[src/rtl/pll_pkg.sv]
// Shared types and constants for the PLL simulation model.
// Holds period width, lock FSM state encoding and counter helpers.
package pll_pkg;

   localparam int PERIOD_W = 32;
   localparam int CNT_W    = 8;

   // Encoding 2'd3 is unused and recovers to ST_IDLE.
   typedef enum logic [1:0] {
      ST_IDLE    = 2'd0,
      ST_ACQUIRE = 2'd1,
      ST_LOCKED  = 2'd2
   } state_e;

   function automatic logic [CNT_W-1:0] sat_inc(
      input logic [CNT_W-1:0] v
   );
      return (v == '1) ? v : v + CNT_W'(1);
   endfunction

endpackage

[src/rtl/period_match.sv]
// Combinational period comparator: match when |a - b| <= TOLERANCE.
// Difference is taken one bit wider than the operands, so it never wraps.
module period_match #(
   parameter int PERIOD_W  = 32,
   parameter int TOLERANCE = 1
) (
   input  logic [PERIOD_W-1:0] a,
   input  logic [PERIOD_W-1:0] b,
   output logic                match
);

   logic [PERIOD_W:0] a_ext;
   logic [PERIOD_W:0] b_ext;
   logic [PERIOD_W:0] diff;

   always_comb begin
      a_ext = {1'b0, a};
      b_ext = {1'b0, b};
      diff  = (a_ext >= b_ext) ? (a_ext - b_ext) : (b_ext - a_ext);
      match = (diff <= (PERIOD_W+1)'(TOLERANCE));
   end

endmodule

[src/rtl/period_lock_detect.sv]
// Lock detector on the measured input period: acquires, holds and
// drops lock with hysteresis, and reports the settled period.
module period_lock_detect
   import pll_pkg::*;
#(
   parameter int PERIOD_W      = pll_pkg::PERIOD_W,
   parameter int LOCK_CYCLES   = 8,
   parameter int UNLOCK_CYCLES = 2,
   parameter int TOLERANCE     = 1,
   parameter int MIN_PERIOD    = 1,
   parameter int MAX_PERIOD    = 1000
) (
   input  logic                clk,
   input  logic                RST,
   input  logic                PWRDWN,
   input  logic [PERIOD_W-1:0] period_length,
   output logic                LOCKED,
   output logic [PERIOD_W-1:0] stable_period,
   output logic                out_of_range,
   output logic [CNT_W-1:0]    match_count
);

   localparam logic [CNT_W-1:0] LOCK_N   = CNT_W'(LOCK_CYCLES);
   localparam logic [CNT_W-1:0] UNLOCK_N = CNT_W'(UNLOCK_CYCLES);
   localparam logic [PERIOD_W-1:0] MIN_P = PERIOD_W'(MIN_PERIOD);
   localparam logic [PERIOD_W-1:0] MAX_P = PERIOD_W'(MAX_PERIOD);

   state_e              state;
   state_e              state_n;
   logic [PERIOD_W-1:0] prev;
   logic [PERIOD_W-1:0] prev_n;
   logic [CNT_W-1:0]    miss;
   logic [CNT_W-1:0]    miss_n;
   logic [CNT_W-1:0]    cnt_n;
   logic [CNT_W-1:0]    cnt_inc;
   logic [CNT_W-1:0]    miss_inc;
   logic                lock_n;
   logic [PERIOD_W-1:0] stab_n;
   logic                oor_n;

   logic                valid;
   logic                in_rng;
   logic [PERIOD_W-1:0] ref_p;
   logic                near;
   logic                match;

   // Reference is the last sample while acquiring, the held period once locked.
   always_comb begin
      valid  = (period_length != '0);
      in_rng = (period_length >= MIN_P) && (period_length <= MAX_P);
      ref_p  = (state == ST_LOCKED) ? stable_period : prev;
      match  = near && (ref_p != '0);
   end

   period_match #(
      .PERIOD_W  (PERIOD_W),
      .TOLERANCE (TOLERANCE)
   ) u_match (
      .a     (period_length),
      .b     (ref_p),
      .match (near)
   );

   always_comb begin
      cnt_inc  = sat_inc(match_count);
      miss_inc = sat_inc(miss);
   end

   always_comb begin
      state_n = state;
      prev_n  = period_length;
      miss_n  = miss;
      cnt_n   = match_count;
      lock_n  = LOCKED;
      stab_n  = stable_period;
      oor_n   = valid && !in_rng;

      unique case (state)
         ST_IDLE: begin
            if (valid && in_rng) begin
               state_n = ST_ACQUIRE;
               cnt_n   = '0;
            end
         end
         ST_ACQUIRE: begin
            if (!valid) begin
               state_n = ST_IDLE;
               cnt_n   = '0;
            end else if (!in_rng || !match) begin
               cnt_n = '0;
            end else begin
               cnt_n = cnt_inc;
               if (cnt_inc == LOCK_N) begin
                  state_n = ST_LOCKED;
                  lock_n  = 1'b1;
                  stab_n  = period_length;
                  miss_n  = '0;
               end
            end
         end
         ST_LOCKED: begin
            if (!valid) begin
               state_n = ST_IDLE;
               lock_n  = 1'b0;
               stab_n  = '0;
               cnt_n   = '0;
               miss_n  = '0;
            end else if (!in_rng) begin
               state_n = ST_ACQUIRE;
               lock_n  = 1'b0;
               stab_n  = '0;
               cnt_n   = '0;
               miss_n  = '0;
            end else if (match) begin
               miss_n = '0;
            end else begin
               miss_n = miss_inc;
               if (miss_inc == UNLOCK_N) begin
                  state_n = ST_ACQUIRE;
                  lock_n  = 1'b0;
                  stab_n  = '0;
                  cnt_n   = '0;
                  miss_n  = '0;
               end
            end
         end
         default: begin
            state_n = ST_IDLE;
            lock_n  = 1'b0;
            stab_n  = '0;
            cnt_n   = '0;
            miss_n  = '0;
         end
      endcase

      // Power-down wins over every other event on the edge.
      if (PWRDWN) begin
         state_n = ST_IDLE;
         prev_n  = '0;
         miss_n  = '0;
         cnt_n   = '0;
         lock_n  = 1'b0;
         stab_n  = '0;
         oor_n   = 1'b0;
      end
   end

   always_ff @(posedge clk or posedge RST) begin
      if (RST) begin
         state         <= ST_IDLE;
         prev          <= '0;
         miss          <= '0;
         match_count   <= '0;
         LOCKED        <= 1'b0;
         stable_period <= '0;
         out_of_range  <= 1'b0;
      end else begin
         state         <= state_n;
         prev          <= prev_n;
         miss          <= miss_n;
         match_count   <= cnt_n;
         LOCKED        <= lock_n;
         stable_period <= stab_n;
         out_of_range  <= oor_n;
      end
   end

endmodule
[config.mk]
export PLATFORM = sky130hd
export DESIGN_NAME = period_lock_detect
export DESIGN_NICKNAME = d
export VERILOG_FILES = /design/src/rtl/pll_pkg.sv /design/src/rtl/period_match.sv /design/src/rtl/period_lock_detect.sv
export SDC_FILE = /design/constraint.sdc
export NUM_CORES = 1
export LEC_CHECK = 0
export ABC_AREA = 1
export BUFFER_PORTS_ARGS = -buffer_cell sky130_fd_sc_hd__buf_2
export CAP_MARGIN = 20
export CORE_MARGIN = 2
export CORE_UTILIZATION = 40
export DETAILED_ROUTE_END_ITERATION = 16
export PLACE_DENSITY_LB_ADDON = 0.1
export SYNTH_ARGS = -nofsm -noshare
export SYNTH_HDL_FRONTEND = slang
export SYNTH_SLANG_ARGS = --single-unit
[constraint.sdc]
create_clock -name clk -period 4 [get_ports clk]
set_input_delay 0.2 -clock clk [delete_from_list [all_inputs] [get_ports clk]]
set_output_delay 0.2 -clock clk [all_outputs]
set_load 0.01 [all_outputs]
==> flow_summary.json, run 1 <==
{
  "status": "complete, but fails checks",
  "violations": "hold timing",
  "grt_overflow": 0,
  "yosysSeqAreaShare_pct": 23.3,
  "antenna_found_initial": 0,
  "place.gp.congestion": 0.965,
  "first_global_vias": 9567,
  "r2r_slack_ns": 0.11,
  "clockBufferDepth": 2,
  "ys_ff_latch": 84,
  "setup_slack_ns": 0.105,
  "internal_power_w": 0.00356,
  "fp-row-count": 55,
  "powerDensity_nw_per_um2": 583,
  "ys_warn_count": 0,
  "synthFlopType": "dfrtp_1",
  "grt_usage_pct": 26.6,
  "clock_sinks": 84,
  "synth_cell_type_count": 43,
  "drtPass1Iterations": 5,
  "finalHoldViolCount": 18,
  "max_stage_delay_ns": 0.41,
  "cap_violations": 0,
  "endpoint_kind": "register",
  "drt_iter0_drc": 581,
  "setup_viol_count_final": 0,
  "die_width_um": 154,
  "p_seq_share_pct": 12.3,
  "dieArea_um2": 23800,
  "cpMostUsedCell": "nand2_2",
  "dp_hpwl_um": 26700,
  "crit_type": "reg -> reg",
  "synth_area_per_cell_um2": 5.88,
  "synthTopCellsByArea": "dfrtp_1 23%, nand2_1 23%, inv_1 12%",
  "cp_max_fo": 8,
  "r2r_end": "stable_period[3]$_DFFE_PP0P_",
  "worst_ep_required_time_ns": 4.23,
  "hp-class": "in -> async",
  "die_height_um": 154,
  "holdWs_ns": -0.0154,
  "post_drt_wl_per_cell_um": 16.0,
  "h-tree-depth": 3,
  "start_util_pct": 40.3,
  "ios": 77,
  "skew_ns": 0.00789,
  "vias": 10300,
  "grt_max_degree": 48,
  "ir_drop_uv": 230,
  "total_power_w": 0.00728,
  "async_flop_share_pct": 100,
  "yosysTopAreaCell": "dfrtp_1",
  "cts_tree": "yes",
  "syn_inst": 1538,
  "routed_via_density": 4.98,
  "clock_power_share_pct": 11.4,
  "numCtsBuffers": 9,
  "synth_area_um2": 9040,
  "swShare_pct": 51.1,
  "num-nets-final": 1879,
  "cp_num_buf_inv": 7,
  "slowest_stage": "dfrtp_1",
  "dpl_cell_area_um2": 10800,
  "timing.rr.start": "state[0]$_DFFE_PP0P_",
  "period_minus_slack_ns": 3.89,
  "synth-edff-count": 0,
  "cts_root_buffer": "clkbuf_16",
  "power.leakage_nw": 6.96,
  "worst_pin_slew_ns": 0.819,
  "rsz0062_at_grt": "yes",
  "reg2reg_depth": 30,
  "port_buffers": 76,
  "syn2layout_area_growth_pct": 38.2,
  "antenna_cells": 0,
  "path_clk_slew_ns": 0.07,
  "totalWireLength_um": 33100,
  "switching_power_w": 0.00372,
  "crit_family": "simple AND/OR/NAND/NOR gates",
  "coreArea_um2": 22400,
  "cp-start-kind": "register",
  "netlist.area_leader.share_pct": 23.3,
  "critPathArrivalTime_ns": 4.12,
  "slew_headroom_pct": 45.3,
  "grt_pass1_wl_um": 50100,
  "fmax_mhz": 257,
  "dpl_worst_slack_ns": -0.329,
  "worstSkewPairLatency_ns": 0.34,
  "slew_viol_final": 0,
  "synth_nets": 1642,
  "post-route-period-util_pct": 97.4,
  "drive_above_1_share_pct": 29.0,
  "design_area_um2": 12500,
  "yosysMostFrequentCell": "nand2_1",
  "drc_errors": 0,
  "drtAntennaViolNets": 0,
  "synth_common_cells": "560 x nand2_1, 293 x inv_1, 136 x nor2_1, 88 x nand3_1, 84 x dfrtp_1",
  "combPwrFrac_pct": 76.3
}
## how the worst max path moves through the flow
stage / endpoint / start / cells after the start
detailed placement: LOCKED$_DFFE_PP0P_ / state[0]$_DFFE_PP0P_ / 27
floorplan: stable_period[9]$_DFFE_PP0P_ / state[0]$_DFFE_PP0P_ / 27
finish: stable_period[3]$_DFFE_PP0P_ / state[0]$_DFFE_PP0P_ / 30
CTS: LOCKED$_DFFE_PP0P_ / state[0]$_DFFE_PP0P_ / 25
global placement: LOCKED$_DFFE_PP0P_ / state[0]$_DFFE_PP0P_ / 27
global route: miss[2]$_DFFE_PP0P_ / state[0]$_DFFE_PP0P_ / 25
## routing by layer
layer | vias to the layer above | track usage [%] | share of wire, %
met5 | - | 0 | 0
met4 | 0 | 6.97 | 2.1
li1 | 5205 | - | -
met2 | 244 | 42.4 | 45
met1 | 4792 | 38.4 | 48
met3 | 41 | 2.94 | 4.8
## worst reg2reg max path: cells and delay by family, from the launching register on
family | cells | cell delay (ns)
simple gates | 20 | 1.82
buf+inv | 7 | 0.90
flops | 1 | 0.41
fa+ha+maj | 1 | 0.38
compound gates | 2 | 0.28
## registers in the layout (all words and copies together), names as in the netlist
signal,flops
LOCKED,1
match_count,8
miss,8
out_of_range,1
prev,32
stable_period,32
state,2
## power groups by stage
stage                     registers (W)  logic [W]  clock network [W]
final                          0.000895    0.00556           0.000827
after global routing           0.000898    0.00606           0.000882
after CTS                      0.000890    0.00462           0.000846
after detailed placement       0.000901    0.00441                  0
after global placement         0.000899    0.00440                  0
after floorplan                0.000901    0.00267                  0
## area by class of cell
cell class	instances	area [µm²]
multi-input combinational	1133	6770
fill	2294	9940
tap	285	357
timing repair inverter	1	8.76
inverter	300	1140
clock buffer	9	225
timing repair buffer	246	1810
sequential	84	2100
clock inverter	7	68.8
## timing repair
action | 4_1_cts | 5_1_grt
resized for setup | 61 | 250
hold buffers | 0 | 0
cloned | 2 | 4
endpoints found under the setup margin | 51 | 51
setup buffers | 8 | 18
pin swaps | 13 | 66
## stage by stage
stage | util [%] | cells | setup TNS (ns)
6_report | 55.7 | 2065 | 0
5_1_grt | 55.7 | 2065 | -2.91
4_1_cts | 50.3 | 2043 | -0.0165
2_1_floorplan | - | 1538 | 0
3_5_place_dp | 48.0 | 2017 | -11.31
3_3_place_gp | 48.0 | 2017 | -7.83
## layout by cell type (no fill, tap or decap), drive strengths merged, types with 2 or more instances in the layout
cell / netlist / final
a21boi: 20 / 20
a21o: 2 / 2
a21oi: 67 / 67
buf: 15 / 244
clkbuf: 9 / 11
clkinv: 1 / 5
dfrtp: 84 / 84
fa: 2 / 2
ha: 67 / 67
inv: 299 / 302
nand2: 570 / 572
nand3: 91 / 91
nand4: 18 / 18
nor2: 156 / 157
nor3: 20 / 20
nor4: 6 / 6
o211ai: 2 / 2
o21a: 12 / 12
o21ai: 60 / 60
o21bai: 8 / 8
o22ai: 2 / 2
xnor2: 3 / 3
xor2: 18 / 18
## kinds of logic after synthesis
group	Yosys count	synth area share [%]
adders and majority gates	69	9.72
buffers and inverters	324	13.8
AOI/OAI and AO/OA	174	11.1
and+or+nand+nor	866	40.1
DFF	84	23.3
xor gates and xnor gates	21	2.03
No activity file was read; power rests on OpenSTA's default activity.
==> run 2, diff against run 1 <==
==> constraint.sdc (replaced) <==
create_clock -name clk -period 4.09 [get_ports clk]
set_input_delay 0.2045 -clock clk [delete_from_list [all_inputs] [get_ports clk]]
set_output_delay 0.2045 -clock clk [all_outputs]
set_load 0.01 [all_outputs]
==> flow_summary.json, run 2 (synthesized netlist as in run 1, its figures left out) <==
{
  "status": "complete, no violations",
  "cpMostUsedCell": "nand2_2",
  "coreArea_um2": 22400,
  "grt_pass1_wl_um": 48700,
  "clock_sinks": 84,
  "fmax_mhz": 253,
  "ir_drop_uv": 255,
  "setup-tns-final_ns": 0,
  "drc_errors": 0,
  "drt_iter0_drc": 595,
  "antenna_cells": 0,
  "routed_via_density": 4.96,
  "place.gp.congestion": 0.943,
  "slowest_stage": "dfrtp_1",
  "hp-class": "in -> reg",
  "slew_viol_final": 0,
  "drive_above_1_share_pct": 25.9,
  "first_global_vias": 9170,
  "path_clk_slew_ns": 0.07,
  "grt_max_degree": 56,
  "fill_cells": 2266,
  "grt_usage_pct": 26.1,
  "dieArea_um2": 23800,
  "skew_ns": 0.00620,
  "start_util_pct": 40.3,
  "dp_hpwl_um": 26100,
  "total_power_w": 0.00706,
  "post_drt_wl_per_cell_um": 16.5,
  "crit_family": "simple AND/OR/NAND/NOR gates",
  "finalHoldViolCount": 0,
  "cap_violations": 0,
  "cp_num_buf_inv": 9,
  "clockBufferDepth": 2,
  "cts_tree": "yes",
  "period_minus_slack_ns": 3.96,
  "post-route-period-util_pct": 96.8,
  "drtAntennaViolNets": 0,
  "numCtsBuffers": 9,
  "worst_ep_required_time_ns": 4.38,
  "totalWireLength_um": 33400,
  "drtPass1Iterations": 7,
  "max_stage_delay_ns": 0.42,
  "grt_overflow": 0,
  "final_common_cell": "nand2_1",
  "cp_max_fo": 8,
  "die_width_um": 154,
  "h-tree-depth": 3,
  "worstSkewPairLatency_ns": 0.35,
  "slew_headroom_pct": 50.0,
  "antenna_found_initial": 0,
  "die_height_um": 154,
  "worst_pin_slew_ns": 0.750,
  "cts_root_buffer": "clkbuf_16",
  "vias": 10100,
  "setup_viol_count_final": 0,
  "num-nets-final": 1843,
  "ios": 77,
  "cp-start-kind": "register",
  "port_buffers": 76,
  "powerDensity_nw_per_um2": 577,
  "largestRegisters": "prev (32), stable_period (32)",
  "power.leakage_nw": 6.79,
  "crit_type": "reg -> reg",
  "critPathArrivalTime_ns": 4.25,
  "syn2layout_area_growth_pct": 35.4,
  "layout_common_cells": "494 x nand2_1, 282 x inv_1, 114 x nor2_1, 111 x buf_4, 83 x dfrtp_1",
  "endpoint_kind": "register",
  "fp-row-count": 55
}
-- run 2: cell types whose count changed in the layout (fill, tap and decap cells not counted), sizes merged, moves of 2 or more --
| cell | previous run | this run |
|---|---|---|
| buf | 244 | 204 |
| bufinv | 0 | 2 |
| clkbuf | 11 | 16 |
| clkinv | 5 | 3 |
-- run 2: worst register-to-register path, delay by kind of cell, from the launching register on --
family          cells  cell delay [ns]
fa+ha+maj           1             0.25
simple gates       18             1.88
flops               1             0.42
buf+inv             9             1.14
compound gates      1             0.23
-- run 2: where the power goes --
part	switching, W	internal [W]	leakage, nW	total, W
clock	0.000381	0.000547	0.160	0.000928
sequential	0.0000239	0.000856	1.13	0.000880
combinational	0.00316	0.00209	5.49	0.00525
total	0.00357	0.00349	6.79	0.00706
-- run 2: final cells by class --
| class | count | area [µm²] | area share [%] |
|---|---|---|---|
| Timing Repair Buffer | 212 | 1640 | 13.4 |
| Multi-Input combinational cell | 1132 | 6670 | 54.5 |
| Tap cell | 285 | 357 | 2.91 |
| Clock buffer | 9 | 225 | 1.84 |
| Clock inverter | 7 | 108 | 0.879 |
| Sequential cell | 84 | 2100 | 17.2 |
| Inverter | 300 | 1140 | 9.29 |
-- run 2: stage by stage --
step                      util, %  cell area [µm²]  cells  hold slack, ns  setup slack, ns
final                        54.6            12200   2029           0.137            0.132
after global routing         54.6            12200   2029           0.141          -0.0610
after CTS                    48.3            10800   1995          0.0576          0.00375
after detailed placement     46.8            10500   1979           0.446          -0.0681
after global placement       46.8            10500   1979           0.445          0.00465
after floorplan                 -             9040   1538           0.314            0.426
-- run 2: path summary, 6_finish.rpt --
path	startpoint	endpoint	slack, ns	cells past startpoint
max	state[0]$_DFFE_PP0P_	stable_period[9]$_DFFE_PP0P_	0.13	29
min	period_length[2]	stable_period[2]$_DFFE_PP0P_	0.14	3
max reg2reg	state[0]$_DFFE_PP0P_	stable_period[9]$_DFFE_PP0P_	0.13	29
min reg2reg	LOCKED$_DFFE_PP0P_	LOCKED$_DFFE_PP0P_	0.51	2
max in group asynchronous	RST	prev[12]$_DFF_PP0_	2.89	5
min in group asynchronous	RST	match_count[1]$_DFFE_PP0P_	0.26	3
-- run 2: repair_timing --
item | CTS | global route
hold buffers | 0 | 1
gates cloned | 0 | 11
endpoints found under the setup margin | 21 | 51
endpoints found under the hold margin | 0 | 40
gates resized for setup | 3 | 271
pin swaps | 1 | 52
setup buffers | 0 | 22
-- run 2: per-layer routing --
metal / wire length, µm / GRT usage [%] / up-vias
met3: 1680 / 3.03 / 36
met2: 15100 / 40.8 / 232
li1: - / - / 5126
met5: 0 / 0 / -
met4: 540 / 4.37 / 0
met1: 16100 / 39.2 / 4676
